### src/rtl/adc_seq_pkg.sv
// Shared definitions for the AD7886-class ADC sample sequencer:
// default timing constants, the sequencer state encoding and a small helper.
package adc_seq_pkg;

  // Default timing, in clk cycles at 50 MHz.
  localparam int DEF_DIV_N   = 1563;  // sample period (~32 kHz)
  localparam int DEF_CONV_W  = 4;     // CONVST low pulse width
  localparam int DEF_RD_W    = 3;     // RD low width before the data word is captured
  localparam int DEF_DATA_W  = 12;    // ADC word width
  localparam int DEF_BUSY_TO = 256;   // max wait on each BUSY edge (timeout build only)

  // Sequencer state encoding.
  localparam int STATE_W = 3;
  typedef logic [STATE_W-1:0] state_t;

  localparam state_t S_IDLE    = 3'd0;  // waiting for the next sample tick
  localparam state_t S_CONV    = 3'd1;  // CONVST held low
  localparam state_t S_WAIT_HI = 3'd2;  // waiting for BUSY to rise
  localparam state_t S_WAIT_LO = 3'd3;  // waiting for BUSY to fall (conversion done)
  localparam state_t S_READ    = 3'd4;  // CS/RD held low, data captured on the last cycle
  localparam state_t S_DONE    = 3'd5;  // strobes released, word handed downstream

  // Larger of two integers, used to size the shared pulse-width counter.
  function automatic int max2(input int a, input int b);
    return (a > b) ? a : b;
  endfunction

endpackage

### src/rtl/adc_rate_tick.sv
// Sample-period tick generator. Counts 0..DIV_N-1 in the clk domain and
// raises tick for one cycle on the terminal count. This replaces a divided
// sample clock: everything downstream stays on clk and uses tick as an enable.
// en=0 parks the counter at 0 so the first period after enabling is full length.
module adc_rate_tick
  import adc_seq_pkg::*;
#(
  parameter int DIV_N = DEF_DIV_N
) (
  input  logic clk,
  input  logic rst,
  input  logic en,
  output logic tick
);

  localparam int                 CNT_W = $clog2(DIV_N);
  localparam logic [CNT_W-1:0]   LAST  = CNT_W'(DIV_N - 1);

  logic [CNT_W-1:0] cnt;

  // Period counter: wraps at DIV_N-1, held at zero while sampling is disabled.
  // NOTE: state registers are always written with <= so every flop samples
  // the pre-edge values of its inputs, independent of block ordering.
  always_ff @(posedge clk or posedge rst) begin
    if (rst) begin
      cnt <= '0;
    end else if (!en) begin
      cnt <= '0;
    end else if (cnt == LAST) begin
      cnt <= '0;
    end else begin
      cnt <= cnt + 1'b1;
    end
  end

  assign tick = en && (cnt == LAST);

endmodule

### src/rtl/adc_sample_sequencer.sv
// ADC sample sequencer for a parallel-output AD7886-class converter.
// Every DIV_N clk cycles it pulses CONVST, follows BUSY through a 2-flop
// synchronizer, strobes CS/RD, captures the word and offers it downstream on
// a valid/ready handshake. A word completed while the previous one is still
// unaccepted overwrites it and sets the sticky overrun flag.
//
// Build option: define ADC_TIMEOUT_EN to bound each BUSY wait to BUSY_TO
// cycles; on expiry the conversion is abandoned and timeout_err is set.
// Without it the waits are unbounded and timeout_err is tied low.
module adc_sample_sequencer
  import adc_seq_pkg::*;
#(
  parameter int DIV_N   = DEF_DIV_N,
  parameter int CONV_W  = DEF_CONV_W,
  parameter int RD_W    = DEF_RD_W,
  parameter int DATA_W  = DEF_DATA_W,
  parameter int BUSY_TO = DEF_BUSY_TO
) (
  input  logic              clk,
  input  logic              rst,
  input  logic              en,
  output logic              adc_convst_n,
  input  logic              adc_busy,
  output logic              adc_cs_n,
  output logic              adc_rd_n,
  input  logic [DATA_W-1:0] adc_data,
  output logic [DATA_W-1:0] smp_data,
  output logic              smp_valid,
  input  logic              smp_ready,
  output logic              overrun,
  output logic              timeout_err
);

  // One counter times both the CONVST pulse and the RD strobe.
  localparam int PW = $clog2(max2(CONV_W, RD_W) + 1);

  logic              tick;
  logic              busy_meta;
  logic              busy_s;
  state_t            state;
  logic [PW-1:0]     pcnt;
  logic [DATA_W-1:0] cap_data;
  logic              publish;
  logic              to_hit;

  adc_rate_tick #(
    .DIV_N (DIV_N)
  ) u_rate_tick (
    .clk  (clk),
    .rst  (rst),
    .en   (en),
    .tick (tick)
  );

  // Bring the asynchronous BUSY into the clk domain.
  // NOTE: nothing but a plain flop may sit between the two stages; the first
  // stage may go metastable and is given a full cycle to settle before use.
  always_ff @(posedge clk or posedge rst) begin
    if (rst) begin
      busy_meta <= 1'b0;
      busy_s    <= 1'b0;
    end else begin
      busy_meta <= adc_busy;
      busy_s    <= busy_meta;
    end
  end

`ifdef ADC_TIMEOUT_EN
  localparam int TW = $clog2(BUSY_TO + 1);

  logic [TW-1:0] to_cnt;
  logic          wait_stall;

  // Still waiting for the BUSY edge the current state expects.
  assign wait_stall = ((state == S_WAIT_HI) && !busy_s) ||
                      ((state == S_WAIT_LO) &&  busy_s);
  // This is the BUSY_TO-th cycle of the current wait with no edge seen.
  assign to_hit     = wait_stall && (to_cnt == TW'(BUSY_TO - 1));

  // Length of the current BUSY wait; restarts whenever the wait ends.
  always_ff @(posedge clk or posedge rst) begin
    if (rst) begin
      to_cnt <= '0;
    end else if (wait_stall) begin
      to_cnt <= to_cnt + 1'b1;
    end else begin
      to_cnt <= '0;
    end
  end

  // Sticky record that a conversion was abandoned for lack of a BUSY edge.
  always_ff @(posedge clk or posedge rst) begin
    if (rst) begin
      timeout_err <= 1'b0;
    end else if (to_hit) begin
      timeout_err <= 1'b1;
    end
  end
`else
  localparam int busy_to_unused = BUSY_TO;

  assign to_hit      = 1'b0;
  assign timeout_err = 1'b0;
`endif

  // Conversion sequence; ADC strobes are registered so they never glitch.
  always_ff @(posedge clk or posedge rst) begin
    if (rst) begin
      state        <= S_IDLE;
      pcnt         <= '0;
      adc_convst_n <= 1'b1;
      adc_cs_n     <= 1'b1;
      adc_rd_n     <= 1'b1;
      cap_data     <= '0;
    end else begin
      case (state)
        S_IDLE: begin
          // Ticks seen in any other state are dropped, so a slow ADC never
          // stretches the sample period.
          if (tick) begin
            state        <= S_CONV;
            pcnt         <= '0;
            adc_convst_n <= 1'b0;
          end
        end

        S_CONV: begin
          if (pcnt == PW'(CONV_W - 1)) begin
            adc_convst_n <= 1'b1;
            state        <= S_WAIT_HI;
          end else begin
            pcnt <= pcnt + 1'b1;
          end
        end

        S_WAIT_HI: begin
          if (busy_s) begin
            state <= S_WAIT_LO;
          end else if (to_hit) begin
            state <= S_IDLE;
          end
        end

        S_WAIT_LO: begin
          if (!busy_s) begin
            state    <= S_READ;
            pcnt     <= '0;
            adc_cs_n <= 1'b0;
            adc_rd_n <= 1'b0;
          end else if (to_hit) begin
            state    <= S_IDLE;
            adc_cs_n <= 1'b1;
            adc_rd_n <= 1'b1;
          end
        end

        S_READ: begin
          // Capture while RD is still low, then release both strobes.
          if (pcnt == PW'(RD_W - 1)) begin
            cap_data <= adc_data;
            adc_cs_n <= 1'b1;
            adc_rd_n <= 1'b1;
            state    <= S_DONE;
          end else begin
            pcnt <= pcnt + 1'b1;
          end
        end

        S_DONE: begin
          state <= S_IDLE;
        end

        // NOTE: the two unused encodings recover to a safe idle with the
        // ADC strobes released instead of leaving the FSM stranded.
        default: begin
          state        <= S_IDLE;
          adc_convst_n <= 1'b1;
          adc_cs_n     <= 1'b1;
          adc_rd_n     <= 1'b1;
        end
      endcase
    end
  end

  // The captured word is handed downstream in the single DONE cycle.
  assign publish = (state == S_DONE);

  // Output word and valid: a new word always loads, otherwise valid clears on accept.
  always_ff @(posedge clk or posedge rst) begin
    if (rst) begin
      smp_data  <= '0;
      smp_valid <= 1'b0;
    end else if (publish) begin
      smp_data  <= cap_data;
      smp_valid <= 1'b1;
    end else if (smp_valid && smp_ready) begin
      smp_valid <= 1'b0;
    end
  end

  // Sticky overrun: a word was replaced before downstream accepted it.
  always_ff @(posedge clk or posedge rst) begin
    if (rst) begin
      overrun <= 1'b0;
    end else if (publish && smp_valid && !smp_ready) begin
      overrun <= 1'b1;
    end
  end

endmodule

### config.mk
export PLATFORM = sky130hd
export DESIGN_NAME = adc_sample_sequencer
export DESIGN_NICKNAME = d
export VERILOG_FILES = /design/src/rtl/adc_seq_pkg.sv /design/src/rtl/adc_rate_tick.sv /design/src/rtl/adc_sample_sequencer.sv
export SDC_FILE = /design/constraint.sdc
export NUM_CORES = 1
export LEC_CHECK = 0
export BUFFER_PORTS_ARGS = -buffer_cell sky130_fd_sc_hd__buf_2
export CORE_ASPECT_RATIO = 1.2
export CORE_MARGIN = 5
export CORE_UTILIZATION = 50
export CTS_BUF_LIST = sky130_fd_sc_hd__clkbuf_4 sky130_fd_sc_hd__clkbuf_8 sky130_fd_sc_hd__clkbuf_16
export DETAILED_ROUTE_END_ITERATION = 10
export GPL_TIMING_DRIVEN = 1
export PLACE_DENSITY_LB_ADDON = 0.15
export SYNTH_ARGS = -nofsm -noshare
export SYNTH_HDL_FRONTEND = slang
export SYNTH_SLANG_ARGS = --single-unit
### constraint.sdc
create_clock -name clk -period 1.4 [get_ports clk]
set_input_delay 0.14 -clock clk [delete_from_list [all_inputs] [get_ports clk]]
set_output_delay 0.14 -clock clk [all_outputs]
set_load 0.02 [all_outputs]
==> results.toml <==
[run_status]
status = "finished with violations"
violations = "negative setup slack"

[drt]
drt-total-wl_mm = 4.241
via_per_inst = 5.064
firstDrtPassIters = 2
vias = 1418
wl_per_cell_um = 15.15
first_iter_violations = 59
post-route-drc-count = 0
antenna_left = 0

[global_route]
grt_use_total = 0.1575
grt_pass1_vias = 1561
grt_max_degree = 25
antenna_found_initial = 0
gr-total-overflow = 0
grt_pass1_wl_mm = 7.169

[pwr]
power_per_cell_area_nw_per_um2 = 1711
ir_drop_v = 0.0008314
p_total_w = 0.004707
p_leak_nw = 1.373

[yosys]
syn_inst = 170
synth_nets = 192
syn_area_per_cell_um2 = 12.78
ys_types = 42
ys_ff_latch = 47
synth_warnings = 0
synth_area_um2 = 2172
ys_seq_area_frac = 0.5426

[floorplan]
die-area_um2 = 5768
row_count = 26
initial_core_util = 0.5136
num_io_pins = 35
die_h_um = 82.20
die_w_um = 70.17
core_area_um2 = 4229

[clock_network]
cts.path.max_buffers = 2
cts_buffers = 5
cts_sinks = 47
clock_tree.root_cell = "clkbuf_8"
cts_max_level = 2
cts_tree = "done"
clk_latency_ps = 300
cts.clk_slew.worst_paths_ps = 100

[setup_path]
crit_type = "reg2reg"
start_kind = "register"
crit_required_ps = 1570
path_max_fanout = 3
worstPathArrival_ps = 1640
endpoint_kind = "register"

[sta]
finalHoldViolCount = 0
slew_viol_final = 0
max_freq_mhz = 677.9
fin_crit_ps = 1475
setup_ws_ps = -75.22
fin_crit_sh = 1.054
setup_viol = 15
clock_skew_ps = 9.862
rsz0062_at_grt = "yes"

[place]
placed_cell_area_um2 = 2511
port_buffers = 33
hpwl_mm = 3.095
gp_congestion = 0.8559

[layout]
insertedDiodeCount = 0
fin_nets = 245
area_growth_pct = 26.61
finalInstanceArea_um2 = 2750
drive_gt1_frac = 0.5000

[min_path]
hp-class = "in2reg"

[run]
drv_cap = 0
[through the flow]
| stage | setup TNS [ps] | setup slack [ps] | hold WS (ps) | std cells | util |
|---|---|---|---|---|---|
| after floorplan | -147.9 | -14.23 | 171.4 | 170 | - |
| after global placement | -355.8 | -43.96 | 93.92 | 267 | 0.5938 |
| after detailed placement | -591.2 | -80.41 | 99.63 | 267 | 0.5938 |
| after CTS | -1047 | -88.82 | 55.71 | 277 | 0.6325 |
| after global routing | -2320 | -179.7 | 52.03 | 280 | 0.6503 |
| final | -883.0 | -75.22 | 62.18 | 280 | 0.6503 |
[final timing paths]
check	startpoint	endpoint	slack, ps	cells after the start
worst max-delay path	pcnt[0]	pcnt[2]	-80	6
worst min-delay path	adc_data[0]	cap_data[0]	60	2
worst max register to register	pcnt[0]	pcnt[2]	-80	6
worst min register to register	busy_meta	busy_s	360	0
max in group asynchronous	rst	adc_convst_n	540	4
min in group asynchronous	rst	u_rate_tick.cnt[1]	320	3
[kinds of logic after synthesis]
family / share of synthesized area
AOI/OAI and AO/OA: 0.04551
xor gates and xnor gates: 0.03629
DFF: 0.5426
other: 0.001726
and+or+nand+nor: 0.1423
adders and majority gates: 0.02880
buffers and inverters: 0.04435
muxes: 0.1584
[registers in the layout, summed over array words and instances, names as in the netlist, 3 cells and up]
signal           count
state                3
smp_data            12
u_rate_tick.cnt     11
pcnt                 3
cap_data            12
[worst max-delay path: stages (launching register included)]
cell and delay [ps]:
dfrtp_1 380, inv_2 50, ha_2 170, nor2b_4 130
or3_4 320, a22oi_2 200, o22ai_1 110
[placed cells by master, fill, tap and decap left out, types with 4 or more instances in the layout]
master,netlist,routed
clkbuf_8,0,5
mux2_4,17,17
nor3_1,4,4
nor2_1,17,17
buf_4,3,14
nand3_1,5,5
inv_1,8,6
buf_2,2,33
xnor2_1,7,7
mux2_2,7,7
dfrtp_1,45,44
[where the power goes]
group	leakage, nW	switching, W	internal (W)
logic	0.714	0.000735	0.000903
clock network	0.0587	0.000483	0.000542
registers	0.600	0.000276	0.00177
[Yosys cell counts]
library cell	instances	share of area
o21bai_1	1	0.0035
dfrtp_1	45	0.52
nor2_1	17	0.029
nor2b_1	1	0.0029
or3b_1	1	0.0040
nand2_2	1	0.0029
o221ai_1	1	0.0040
or2_2	1	0.0029
ha_1	5	0.029
nand3_1	5	0.012
nor4_2	1	0.0058
mux2i_1	1	0.0046
or3_1	1	0.0029
a22oi_1	1	0.0035
buf_2	2	0.0046
nand2_1	5	0.0086
a211oi_1	1	0.0035
o22ai_1	2	0.0058
and4bb_2	2	0.012
o21ai_0	2	0.0046
nand4_1	1	0.0029
a21oi_1	4	0.0092
a22oi_2	1	0.0058
nand2b_1	2	0.0058
nor3b_1	3	0.010
mux2_2	7	0.036
dfstp_2	2	0.024
or2b_1	1	0.0035
inv_1	8	0.014
buf_6	3	0.016
conb_1	1	0.0017
o21ai_1	1	0.0023
a21o_1	1	0.0035
nor2b_2	2	0.0081
nand3_2	2	0.0092
xor2_1	2	0.0081
nor3_1	4	0.0092
or3_4	1	0.0052
and4bb_1	1	0.0058
xnor2_1	7	0.028
buf_4	3	0.010
mux2_4	17	0.12
[cell type report]
class	instances	area [µm²]
Clock inverter	3	47.55
Fill cell	337	1479
Inverter	8	30.03
Clock buffer	5	68.82
Sequential cell	47	1180
Multi-Input combinational cell	107	980.9
Tap cell	56	70.07
Timing Repair Buffer	54	372.9
[layer usage]
| metal | share of wire | GRT usage | vias up |
|---|---|---|---|
| met2 | 0.53 | 0.2590 | 23 |
| li1 | - | - | 680 |
| met5 | 0 | 0 | - |
| met3 | 0.033 | 0.03753 | 4 |
| met4 | 0.0085 | 0.06513 | 0 |
| met1 | 0.42 | 0.2017 | 711 |
[timing repair]
| action | in CTS | in global routing |
|---|---|---|
| hold buffers | 2 | 0 |
| setup buffers | 0 | 3 |
| endpoints found under the hold margin | 11 | 0 |
| pin swaps | 2 | 6 |
| resized for setup | 6 | 12 |
| endpoints found under the setup margin | 17 | 33 |
(Power assumes the default switching activity.)
